==> config.mk <==
export PLATFORM = sky130hd
export DESIGN_NAME = mem_arbiter_flat
export DESIGN_NICKNAME = d
export VERILOG_FILES = /design/src/rtl/mem_arbiter_if.sv /design/src/rtl/mem_arbiter.sv /design/src/flat_wrapper.sv
export SDC_FILE = /design/constraint.sdc
export NUM_CORES = 1
export LEC_CHECK = 0
export CAP_MARGIN = 40
export CORE_MARGIN = 4
export CORE_UTILIZATION = 40
export DETAILED_ROUTE_END_ITERATION = 8
export PLACE_DENSITY_LB_ADDON = 0.12
export SETUP_SLACK_MARGIN = 0.05
export SLEW_MARGIN = 30
export SYNTH_ARGS = -nofsm -noshare
export SYNTH_HDL_FRONTEND = slang
export SYNTH_SLANG_ARGS = --single-unit
==> constraint.sdc <==
create_clock -name clk_i -period 2.2 [get_ports clk_i]
set_input_delay 0.22 -clock clk_i [delete_from_list [all_inputs] [get_ports clk_i]]
set_output_delay 0.22 -clock clk_i [all_outputs]
set_load 0.02 [all_outputs]
==> src/rtl/mem_arbiter_if.sv <==
// Bus bundle between the pipeline memory ports, the arbiter and the memory.
// The arbiter connects through the slave modport; the surrounding pipeline/memory
// environment connects through the master modport.
interface mem_arbiter_if #(
    parameter int ADDR_W = 32,
    parameter int DATA_W = 32
);
    // instruction-fetch port
    logic              imem_req_i;
    logic [ADDR_W-1:0] imem_addr_i;
    logic [1:0]        imem_size_i;
    logic              imem_ack_o;
    logic [DATA_W-1:0] imem_rd_data_o;
    // data port
    logic              dmem_req_i;
    logic              dmem_we_i;
    logic [ADDR_W-1:0] dmem_addr_i;
    logic [1:0]        dmem_size_i;
    logic [DATA_W-1:0] dmem_wr_data_i;
    logic              dmem_ack_o;
    logic [DATA_W-1:0] dmem_rd_data_o;
    // shared memory side
    logic              mem_req_o;
    logic              mem_we_o;
    logic [ADDR_W-1:0] mem_addr_o;
    logic [1:0]        mem_size_o;
    logic [DATA_W-1:0] mem_wr_data_o;
    logic              mem_ack_i;
    logic [DATA_W-1:0] mem_rd_data_i;

    modport slave (
        input  imem_req_i, imem_addr_i, imem_size_i,
        output imem_ack_o, imem_rd_data_o,
        input  dmem_req_i, dmem_we_i, dmem_addr_i, dmem_size_i, dmem_wr_data_i,
        output dmem_ack_o, dmem_rd_data_o,
        output mem_req_o, mem_we_o, mem_addr_o, mem_size_o, mem_wr_data_o,
        input  mem_ack_i, mem_rd_data_i
    );

    modport master (
        output imem_req_i, imem_addr_i, imem_size_i,
        input  imem_ack_o, imem_rd_data_o,
        output dmem_req_i, dmem_we_i, dmem_addr_i, dmem_size_i, dmem_wr_data_i,
        input  dmem_ack_o, dmem_rd_data_o,
        input  mem_req_o, mem_we_o, mem_addr_o, mem_size_o, mem_wr_data_o,
        output mem_ack_i, mem_rd_data_i
    );
endinterface

==> src/rtl/mem_arbiter.sv <==
// mem_arbiter: shares one single-port memory between the fetch (imem) and data
// (dmem) ports with one transaction outstanding. dmem wins ties. Defining
// MEM_ARB_FAIRNESS_EN adds a saturating starve counter that forces an imem grant
// after STARVE_LIMIT consecutive dmem grants taken while imem was waiting.
// All outputs are registered; reset_i is synchronous and active-high.
module mem_arbiter #(
    parameter int ADDR_W       = 32,
    parameter int DATA_W       = 32,
    parameter int STARVE_LIMIT = 4
) (
    input  logic          clk_i,
    input  logic          reset_i,
    mem_arbiter_if.slave  bus
);

    typedef enum logic [1:0] {
        ST_IDLE  = 2'd0,
        ST_ISSUE = 2'd1,
        ST_RESP  = 2'd2
    } state_t;

    state_t            state_q, state_d;
    logic              owner_q, owner_d;          // 1 = dmem owns the access
    logic              mem_req_q, mem_req_d;
    logic              mem_we_q, mem_we_d;
    logic [ADDR_W-1:0] mem_addr_q, mem_addr_d;
    logic [1:0]        mem_size_q, mem_size_d;
    logic [DATA_W-1:0] mem_wr_data_q, mem_wr_data_d;
    logic              imem_ack_q, imem_ack_d;
    logic              dmem_ack_q, dmem_ack_d;
    logic [DATA_W-1:0] imem_rd_data_q, imem_rd_data_d;
    logic [DATA_W-1:0] dmem_rd_data_q, dmem_rd_data_d;

    logic any_req;
    logic grant_dmem;

    assign any_req = bus.imem_req_i | bus.dmem_req_i;

`ifdef MEM_ARB_FAIRNESS_EN
    localparam int CNT_W = $clog2(STARVE_LIMIT + 1);
    localparam logic [CNT_W-1:0] CNT_MAX = CNT_W'(STARVE_LIMIT);

    logic [CNT_W-1:0] starve_q, starve_d;

    // Winner selection: dmem first unless imem has waited through STARVE_LIMIT dmem grants.
    always_comb begin
        if (bus.dmem_req_i && bus.imem_req_i && (starve_q == CNT_MAX)) begin
            grant_dmem = 1'b0;
        end else begin
            grant_dmem = bus.dmem_req_i;
        end
    end

    // Starve counter: count dmem grants that bypass a waiting imem, clear otherwise.
    always_comb begin
        starve_d = starve_q;
        if ((state_q == ST_IDLE) && any_req) begin
            if (grant_dmem && bus.imem_req_i) begin
                if (starve_q != CNT_MAX) begin
                    starve_d = starve_q + CNT_W'(1);
                end else begin
                    starve_d = starve_q;
                end
            end else begin
                starve_d = '0;
            end
        end else begin
            starve_d = starve_q;
        end
    end

    // Starve counter register.
    always_ff @(posedge clk_i) begin
        if (reset_i) begin
            starve_q <= '0;
        end else begin
            starve_q <= starve_d;
        end
    end
`else
    // Winner selection: strict dmem priority (the older instruction).
    always_comb begin
        grant_dmem = bus.dmem_req_i;
    end
`endif

    // State and datapath registers.
    always_ff @(posedge clk_i) begin
        if (reset_i) begin
            state_q        <= ST_IDLE;
            owner_q        <= 1'b0;
            mem_req_q      <= 1'b0;
            mem_we_q       <= 1'b0;
            mem_addr_q     <= '0;
            mem_size_q     <= 2'd0;
            mem_wr_data_q  <= '0;
            imem_ack_q     <= 1'b0;
            dmem_ack_q     <= 1'b0;
            imem_rd_data_q <= '0;
            dmem_rd_data_q <= '0;
        end else begin
            state_q        <= state_d;
            owner_q        <= owner_d;
            mem_req_q      <= mem_req_d;
            mem_we_q       <= mem_we_d;
            mem_addr_q     <= mem_addr_d;
            mem_size_q     <= mem_size_d;
            mem_wr_data_q  <= mem_wr_data_d;
            imem_ack_q     <= imem_ack_d;
            dmem_ack_q     <= dmem_ack_d;
            imem_rd_data_q <= imem_rd_data_d;
            dmem_rd_data_q <= dmem_rd_data_d;
        end
    end

    // Next-state: grant from IDLE, wait for memory in ISSUE, single response cycle.
    always_comb begin
        state_d = state_q;
        case (state_q)
            ST_IDLE: begin
                if (any_req) begin
                    state_d = ST_ISSUE;
                end else begin
                    state_d = ST_IDLE;
                end
            end
            ST_ISSUE: begin
                if (bus.mem_ack_i) begin
                    state_d = ST_RESP;
                end else begin
                    state_d = ST_ISSUE;
                end
            end
            ST_RESP: begin
                state_d = ST_IDLE;
            end
            default: begin
                state_d = ST_IDLE;
            end
        endcase
    end

    // Outputs: latch the winner at grant, capture read data on mem ack, pulse the owner's ack.
    // Requests are not looked at outside IDLE and mem_ack_i only matters in ISSUE.
    always_comb begin
        owner_d        = owner_q;
        mem_req_d      = mem_req_q;
        mem_we_d       = mem_we_q;
        mem_addr_d     = mem_addr_q;
        mem_size_d     = mem_size_q;
        mem_wr_data_d  = mem_wr_data_q;
        imem_ack_d     = 1'b0;
        dmem_ack_d     = 1'b0;
        imem_rd_data_d = imem_rd_data_q;
        dmem_rd_data_d = dmem_rd_data_q;
        case (state_q)
            ST_IDLE: begin
                if (any_req) begin
                    owner_d   = grant_dmem;
                    mem_req_d = 1'b1;
                    if (grant_dmem) begin
                        mem_we_d      = bus.dmem_we_i;
                        mem_addr_d    = bus.dmem_addr_i;
                        mem_size_d    = bus.dmem_size_i;
                        mem_wr_data_d = bus.dmem_wr_data_i;
                    end else begin
                        mem_we_d      = 1'b0;
                        mem_addr_d    = bus.imem_addr_i;
                        mem_size_d    = bus.imem_size_i;
                        mem_wr_data_d = '0;
                    end
                end else begin
                    mem_req_d = 1'b0;
                end
            end
            ST_ISSUE: begin
                if (bus.mem_ack_i) begin
                    mem_req_d = 1'b0;
                    if (owner_q) begin
                        dmem_ack_d = 1'b1;
                        if (!mem_we_q) begin
                            dmem_rd_data_d = bus.mem_rd_data_i;
                        end else begin
                            dmem_rd_data_d = dmem_rd_data_q;
                        end
                    end else begin
                        imem_ack_d     = 1'b1;
                        imem_rd_data_d = bus.mem_rd_data_i;
                    end
                end else begin
                    mem_req_d = 1'b1;
                end
            end
            ST_RESP: begin
                mem_req_d = 1'b0;
            end
            default: begin
                mem_req_d = 1'b0;
            end
        endcase
    end

    assign bus.mem_req_o      = mem_req_q;
    assign bus.mem_we_o       = mem_we_q;
    assign bus.mem_addr_o     = mem_addr_q;
    assign bus.mem_size_o     = mem_size_q;
    assign bus.mem_wr_data_o  = mem_wr_data_q;
    assign bus.imem_ack_o     = imem_ack_q;
    assign bus.dmem_ack_o     = dmem_ack_q;
    assign bus.imem_rd_data_o = imem_rd_data_q;
    assign bus.dmem_rd_data_o = dmem_rd_data_q;

endmodule
==> src/flat_wrapper.sv <==
// flat-port wrapper written by rule: the top's interface ports become plain ports
module mem_arbiter_flat 
#(
    parameter int ADDR_W       = 32,
    parameter int DATA_W       = 32,
    parameter int STARVE_LIMIT = 4
)
  (clk_i, reset_i, bus_imem_req_i, bus_imem_addr_i, bus_imem_size_i, bus_imem_ack_o, bus_imem_rd_data_o, bus_dmem_req_i, bus_dmem_we_i, bus_dmem_addr_i, bus_dmem_size_i, bus_dmem_wr_data_i, bus_dmem_ack_o, bus_dmem_rd_data_o, bus_mem_req_o, bus_mem_we_o, bus_mem_addr_o, bus_mem_size_o, bus_mem_wr_data_o, bus_mem_ack_i, bus_mem_rd_data_i);
  mem_arbiter_if #(.ADDR_W(ADDR_W), .DATA_W(DATA_W)) bus_i ();
  input  logic clk_i;
  input  logic reset_i;
  input wire logic [$bits(bus_i.imem_req_i)-1:0] bus_imem_req_i;
  input wire logic [$bits(bus_i.imem_addr_i)-1:0] bus_imem_addr_i;
  input wire logic [$bits(bus_i.imem_size_i)-1:0] bus_imem_size_i;
  output wire logic [$bits(bus_i.imem_ack_o)-1:0] bus_imem_ack_o;
  output wire logic [$bits(bus_i.imem_rd_data_o)-1:0] bus_imem_rd_data_o;
  input wire logic [$bits(bus_i.dmem_req_i)-1:0] bus_dmem_req_i;
  input wire logic [$bits(bus_i.dmem_we_i)-1:0] bus_dmem_we_i;
  input wire logic [$bits(bus_i.dmem_addr_i)-1:0] bus_dmem_addr_i;
  input wire logic [$bits(bus_i.dmem_size_i)-1:0] bus_dmem_size_i;
  input wire logic [$bits(bus_i.dmem_wr_data_i)-1:0] bus_dmem_wr_data_i;
  output wire logic [$bits(bus_i.dmem_ack_o)-1:0] bus_dmem_ack_o;
  output wire logic [$bits(bus_i.dmem_rd_data_o)-1:0] bus_dmem_rd_data_o;
  output wire logic [$bits(bus_i.mem_req_o)-1:0] bus_mem_req_o;
  output wire logic [$bits(bus_i.mem_we_o)-1:0] bus_mem_we_o;
  output wire logic [$bits(bus_i.mem_addr_o)-1:0] bus_mem_addr_o;
  output wire logic [$bits(bus_i.mem_size_o)-1:0] bus_mem_size_o;
  output wire logic [$bits(bus_i.mem_wr_data_o)-1:0] bus_mem_wr_data_o;
  input wire logic [$bits(bus_i.mem_ack_i)-1:0] bus_mem_ack_i;
  input wire logic [$bits(bus_i.mem_rd_data_i)-1:0] bus_mem_rd_data_i;
  assign bus_i.imem_req_i = bus_imem_req_i;
  assign bus_i.imem_addr_i = bus_imem_addr_i;
  assign bus_i.imem_size_i = bus_imem_size_i;
  assign bus_imem_ack_o = bus_i.imem_ack_o;
  assign bus_imem_rd_data_o = bus_i.imem_rd_data_o;
  assign bus_i.dmem_req_i = bus_dmem_req_i;
  assign bus_i.dmem_we_i = bus_dmem_we_i;
  assign bus_i.dmem_addr_i = bus_dmem_addr_i;
  assign bus_i.dmem_size_i = bus_dmem_size_i;
  assign bus_i.dmem_wr_data_i = bus_dmem_wr_data_i;
  assign bus_dmem_ack_o = bus_i.dmem_ack_o;
  assign bus_dmem_rd_data_o = bus_i.dmem_rd_data_o;
  assign bus_mem_req_o = bus_i.mem_req_o;
  assign bus_mem_we_o = bus_i.mem_we_o;
  assign bus_mem_addr_o = bus_i.mem_addr_o;
  assign bus_mem_size_o = bus_i.mem_size_o;
  assign bus_mem_wr_data_o = bus_i.mem_wr_data_o;
  assign bus_i.mem_ack_i = bus_mem_ack_i;
  assign bus_i.mem_rd_data_i = bus_mem_rd_data_i;
  mem_arbiter #(.ADDR_W(ADDR_W), .DATA_W(DATA_W), .STARVE_LIMIT(STARVE_LIMIT)) u_core (.clk_i(clk_i), .reset_i(reset_i), .bus(bus_i));
endmodule
==> results of run 1 <==
-- logic make-up (layout without fill, tap and decap cells) --
logic type,after synthesis,in the layout,synth area share (%)
AOI/OAI and AO/OA,169,169,17.0
muxes,66,66,12.1
DFF,136,136,49.8
buffers and inverters,54,318,4.53
and+or+nand+nor,178,178,16.6
-- layout make-up --
class                           count  share of cell area (%)
Tap cell                          176                    2.48
Timing Repair Buffer              285                    32.1
Multi-Input combinational cell    413                    28.2
Clock buffer                       19                    5.10
Clock inverter                     13                    1.44
Inverter                            1                  0.0423
Sequential cell                   136                    30.7
-- routing by layer --
layer	vias up	wire length, um	track usage, %
met5	-	0	0
li1	2579	-	-
met3	21	1560	9.65
met2	194	8510	36.5
met1	2438	6540	22.9
met4	0	280	7.08
-- how the worst max path moves through the flow --
stage / start / cells past startpoint / endpoint / slack, ps
global route: u_core.state_q[0] / 1 / bus_mem_req_o / 240
CTS: u_core.state_q[0] / 1 / bus_mem_req_o / 270
detailed placement: bus_mem_ack_i / 4 / u_core.bus.dmem_rd_data_o[30] / 300
floorplan: u_core.state_q[0] / 4 / u_core.bus.dmem_rd_data_o[0] / 740
finish: u_core.state_q[0] / 1 / bus_mem_req_o / 290
global placement: bus_mem_ack_i / 4 / u_core.bus.dmem_rd_data_o[1] / 350
-- synthesized netlist by cell type --
library cell / count / area, um^2
a211oi_1: 34 / 255
a21oi_1: 101 / 505
and2_1: 1 / 6.26
and4bb_2: 1 / 12.5
buf_1: 2 / 7.51
buf_2: 13 / 65.1
buf_4: 5 / 37.5
buf_6: 1 / 11.3
clkbuf_1: 30 / 113
clkbuf_2: 2 / 10.0
dfxtp_1: 136 / 2720
inv_1: 1 / 3.75
mux2i_1: 66 / 661
nand2_1: 98 / 368
nand2b_1: 64 / 400
nand3b_4: 1 / 20.0
nand4bb_1: 1 / 11.3
nor2_1: 4 / 15.0
nor2_2: 2 / 12.5
nor3b_1: 1 / 7.51
nor3b_2: 1 / 12.5
nor3b_4: 1 / 18.8
o21ai_0: 29 / 145
o21ai_1: 5 / 25.0
or2_1: 1 / 6.26
or2_2: 1 / 6.26
or3b_1: 1 / 8.76
-- power by group --
group	internal, uW	switching, uW
Sequential	2610	85.4
Clock	1710	1040
Combinational	645	614
-- metrics by stage --
step           utilization, %  hold slack, ps
6_report                 66.8            96.7
5_1_grt                  66.8             108
2_1_floorplan               -             356
3_3_place_gp             62.4             442
3_5_place_dp             62.4             446
4_1_cts                  66.8            85.7
-- sequential cells by signal, indices dropped and copies added (netlist names) --
register,count
u_core.bus.mem_we_o,1
u_core.bus.dmem_ack_o,1
u_core.bus.imem_rd_data_o,32
u_core.bus.mem_wr_data_o,32
u_core.state_q,2
u_core.bus.mem_size_o,2
u_core.bus.dmem_rd_data_o,32
u_core.bus.mem_addr_o,32
u_core.owner_q,1
u_core.bus.imem_ack_o,1
==> results.py, run 1 <==
metrics = {
    "timing": {
        "rsz0062_at_grt": "false",
        "finalClockSkew_ps": 13.3,
        "timing.final.ws_setup_ps": 288,
        "relSlewSlack_pct": 56.7,
        "period_share_pct": 86.9,
        "finalWorstPathRequiredPeriod_ps": 1910,
        "setup_tns_ps": 0,
        "max_slew.worst_pin.slew_ps": 649,
        "max_freq_ghz": 0.523,
        "hold_viol": 0,
        "report.final.slew_viol_count": 0,
        "finalSetupViolCount": 0,
    },
    "grt": {
        "grt_antenna_before_repair": 0,
        "grt_max_degree": 59,
        "grt_overflow": 0,
        "grt_pass1_wl_mm": 26.8,
        "grt_pass1_vias": 5269,
        "grt_usage_pct": 21.1,
    },
    "run": {
        "drv_cap": 0,
    },
    "layout": {
        "nFillCells": 1072,
        "multi_input_area_um2": 2510,
        "most-common-layout-cells": "269 x clkdlybuf4s50_1, 136 x dfxtp_1, 101 x a21oi_1",
        "num_antenna_cells": 0,
        "final_nets": 992,
        "seq_area_um2": 2720,
        "mostFrequentLayoutCell": "clkdlybuf4s50_1",
        "syn_to_final_growth_pct": 62.4,
        "finish.instance_area_um2": 8880,
        "fin_cells": 1043,
        "drive_gt1_share_pct": 6.46,
    },
    "placed_design": {
        "gp_congestion": 0.789,
        "numPortBuffers": 271,
        "dp_hpwl_mm": 12.3,
        "dp.cells": 1011,
        "placed_area_um2": 8300,
        "pre_cts_ws_ps": 296,
    },
    "worst_setup_path": {
        "cp_num_buf_inv": 1,
        "crit_chain": "clkdlybuf4s50_1",
        "regToRegSetupSlack_ps": 510,
        "slowest_delay_ps": 720,
        "crit_path_start_kind": "flip-flop",
        "path_class": "reg2out",
        "critical_path.top_delay_family": "buffers and inverters",
        "crit_path_end_kind": "output pin",
        "reg2reg_depth": 3,
        "critPathSlowestCell": "clkdlybuf4s50_1",
        "path_max_fanout": 8,
        "timing.rr.start": "u_core.state_q[0]",
        "timing.rr.end": "u_core.bus.dmem_rd_data_o[30]",
        "worstPathArrival_ps": 1690,
        "crit_required_ps": 1980,
    },
    "clock_tree": {
        "cts_setup_buffers": 0,
        "numCtsBuffers": 17,
        "cts_resized": 0,
        "cts.hold.buffers_added": 0,
        "cts_buffer_depth": 2,
        "cts_tree": "built",
        "cts.htree.levels": 4,
        "clock_sinks": 136,
        "clock_latency_ps": 430,
        "cts_root_buf": "clkbuf_16",
        "clk_pin_slew_worst_paths_ps": 50,
    },
    "route": {
        "drtIter0Drc": 287,
        "via_per_inst": 5.02,
        "detail-route-antenna-nets": 0,
        "vias": 5232,
        "detail_route.wirelength_mm": 16.9,
        "drtPass1Iterations": 4,
        "drc": 0,
        "routedWlPerCell_um": 16.2,
    },
    "yosys": {
        "yosysSeqAreaShare_pct": 49.8,
        "syn-num-nets": 741,
        "postSynthCellCount": 603,
        "yosysUniqueCellTypes": 27,
        "avgSynthCellArea_um2": 9.07,
        "syn_area_um2": 5470,
        "synth_seq_cells": 136,
        "yosysWarnings": 0,
    },
    "die": {
        "die_w_um": 125,
        "fp.coreArea_um2": 13300,
        "io_pins": 272,
        "dieArea_um2": 15600,
        "rows": 42,
        "die_h_um": 125,
        "initial_core_util_pct": 41.1,
    },
    "power": {
        "power_uw": 6710,
        "ir_drop_uv": 475,
        "powerDensity_nw_per_um2": 756,
        "leakagePower_uw": 0.00331,
    },
    "worst_hold_path": {
        "min_path_type": "in2reg",
        "holdPathEnd": "u_core.owner_q",
        "worstHoldStart": "bus_dmem_req_i",
        "worstHoldPathCells": 3,
    },
    "outcome": {
        "run_status": "completed",
    },
}
Note: power is estimated with default switching activity, not from simulation.
==> run 2: changes to the inputs <==
--- a/config.mk
+++ b/config.mk
@@ -9,6 +9,7 @@
 export CORE_MARGIN = 4
 export CORE_UTILIZATION = 40
 export DETAILED_ROUTE_END_ITERATION = 8
+export DONT_BUFFER_PORTS = 1
 export PLACE_DENSITY_LB_ADDON = 0.12
 export SETUP_SLACK_MARGIN = 0.05
 export SLEW_MARGIN = 30
==> run 2 against run 1 <==
Clock skew down 6.5 ps. Combinational power fell by 50%. Global-route usage down 1.1 points. Final area fell by 20%. Die area stayed put. Hold slack got worse by 65 ps. Register-to-register slack got worse by 300 ps. Clock power grew 20%. Power up 1.7%. Sequential share of layout area increased by 7.5 points.
==> results.py, run 2 (synthesis gave the netlist of run 1 again) <==
metrics = {
    "outcome": {
        "run_status": "completed",
    },
    "worst_setup_path": {
        "crit_chain": "buf_4, or2_1, buf_4, o21ai_0, a21oi_1, dlygate4sd3_1",
        "path_class": "reg2reg",
        "critical_path.top_delay_family": "buffers and inverters",
        "critPathCapture": "u_core.bus.mem_wr_data_o[22]",
        "path_common_cell": "buf_4",
        "timing.rr.end": "u_core.bus.mem_wr_data_o[22]",
        "timing.rr.start": "u_core.state_q[0]",
        "cp.depth": 6,
        "regToRegSetupSlack_ps": 210,
        "crit_required_ps": 2490,
        "slowest_delay_ps": 570,
        "crit_path_end_kind": "flip-flop",
        "reg2reg_depth": 6,
        "crit_start": "u_core.state_q[0]",
        "worstPathArrival_ps": 2280,
        "critPathSlowestCell": "dlygate4sd3_1",
        "path_max_fanout": 34,
        "crit_path_start_kind": "flip-flop",
        "cp_num_buf_inv": 3,
    },
    "worst_hold_path": {
        "min_path_type": "in2reg",
        "worstHoldPathCells": 2,
    },
    "clock_tree": {
        "clk_pin_slew_worst_paths_ps": 50,
        "clock_sinks": 136,
        "numCtsBuffers": 17,
        "clock_latency_ps": 410,
        "cts_buffer_depth": 2,
        "cts_tree": "built",
        "cts_root_buf": "clkbuf_16",
        "cts.htree.levels": 4,
    },
    "power": {
        "power_uw": 6820,
        "ir_drop_uv": 495,
        "powerDensity_nw_per_um2": 955,
        "leakagePower_uw": 0.00275,
    },
    "timing": {
        "hold_viol": 0,
        "period_share_pct": 90.4,
        "max_freq_ghz": 0.503,
        "finalSetupViolCount": 0,
        "relSlewSlack_pct": 47.1,
        "report.final.slew_viol_count": 0,
        "finalClockSkew_ps": 6.80,
        "max_slew.worst_pin.slew_ps": 791,
        "rsz0062_at_grt": "false",
        "finalWorstPathRequiredPeriod_ps": 1990,
        "setup_tns_ps": 0,
    },
    "grt": {
        "grt_overflow": 0,
        "grt_pass1_vias": 4658,
        "grt_max_degree": 116,
        "grt_usage_pct": 20.0,
        "grt_antenna_before_repair": 0,
        "grt_pass1_wl_mm": 25.2,
    },
    "placed_design": {
        "numPortBuffers": 0,
        "dp_hpwl_mm": 9.92,
        "gp_congestion": 0.789,
    },
    "route": {
        "routedWlPerCell_um": 18.6,
        "detail-route-antenna-nets": 0,
        "detail_route.wirelength_mm": 16.0,
        "via_per_inst": 5.34,
        "vias": 4589,
        "drtPass1Iterations": 4,
        "drc": 0,
        "drtIter0Drc": 292,
    },
    "layout": {
        "multi_input_area_um2": 2510,
        "final_nets": 808,
        "most-common-layout-cells": "136 x dfxtp_1, 101 x a21oi_1, 98 x nand2_1",
        "drive_gt1_share_pct": 7.17,
        "syn_to_final_growth_pct": 30.6,
        "seq_area_um2": 2720,
        "num_antenna_cells": 0,
        "nFillCells": 1210,
        "mostFrequentLayoutCell": "dfxtp_1",
    },
    "die": {
        "initial_core_util_pct": 41.1,
        "io_pins": 272,
        "die_w_um": 125,
        "die_h_um": 125,
        "rows": 42,
        "dieArea_um2": 15600,
        "fp.coreArea_um2": 13300,
    },
    "run": {
        "drv_cap": 0,
    },
}
-- run 2: cell types whose count changed in the layout (fill, tap and decap cells not counted), sizes merged --
cell           previous run  this run
clkinvlp                  2         4
buf                      16        11
inv                       2         1
bufinv                    2         7
dlygate4sd3               0        90
clkinv                    8         2
clkdlybuf4s50           269         0
-- run 2: routing by layer --
metal | vias to the layer above | wire [um] | GRT usage [%]
met1 | 2153 | 6090 | 22.1
met5 | - | 0 | 0
met4 | 0 | 252 | 7.21
met3 | 21 | 1680 | 8.75
li1 | 2205 | - | -
met2 | 210 | 7990 | 34.2
-- run 2: where the power goes --
part           total (uW)  switching [uW]  internal (uW)
Sequential           2910             293           2620
Combinational         624             321            303
Clock                3290            1060           2230
Total                6820            1670           5150
-- run 2: per-stage QoR --
step / cell area [um^2] / hold WS (ps) / cells / worst slack (ps) / util [%]
after global placement: 5530 / 303 / 736 / 681 / 41.6
after global routing: 7140 / 19.8 / 859 / 69.7 / 53.7
after floorplan: 5470 / 356 / 603 / 743 / -
final: 7140 / 31.5 / 859 / 211 / 53.7
after detailed placement: 5530 / 309 / 736 / 652 / 41.6
after CTS: 7140 / 11.1 / 859 / 181 / 53.7
-- run 2: cell type report --
| class | instances | area share, % |
|---|---|---|
| clock buffer | 19 | 6.06 |
| clock inverter | 13 | 3.50 |
| sequential | 136 | 38.1 |
| timing repair buffer | 101 | 14.1 |
| multi-input combinational | 413 | 35.1 |
| inverter | 1 | 0.0525 |
| tap | 176 | 3.08 |
-- run 2: worst min-delay path by stage --
stage | startpoint | to | slack [ps]
global route | reset_i | u_core.bus.dmem_rd_data_o[1] | 20
CTS | reset_i | u_core.bus.dmem_rd_data_o[1] | 10
global placement | reset_i | u_core.bus.imem_rd_data_o[8] | 300
finish | reset_i | u_core.bus.dmem_rd_data_o[1] | 30
detailed placement | reset_i | u_core.bus.imem_rd_data_o[8] | 310
floorplan | bus_mem_rd_data_i[10] | u_core.bus.imem_rd_data_o[10] | 360
-- run 2: repair_timing --
item,4_1_cts,5_1_grt
hold buffers,91,0
setup buffers,0,0
resized for setup,0,1
endpoints found under the setup margin,0,5
hold endpoints to repair,135,0
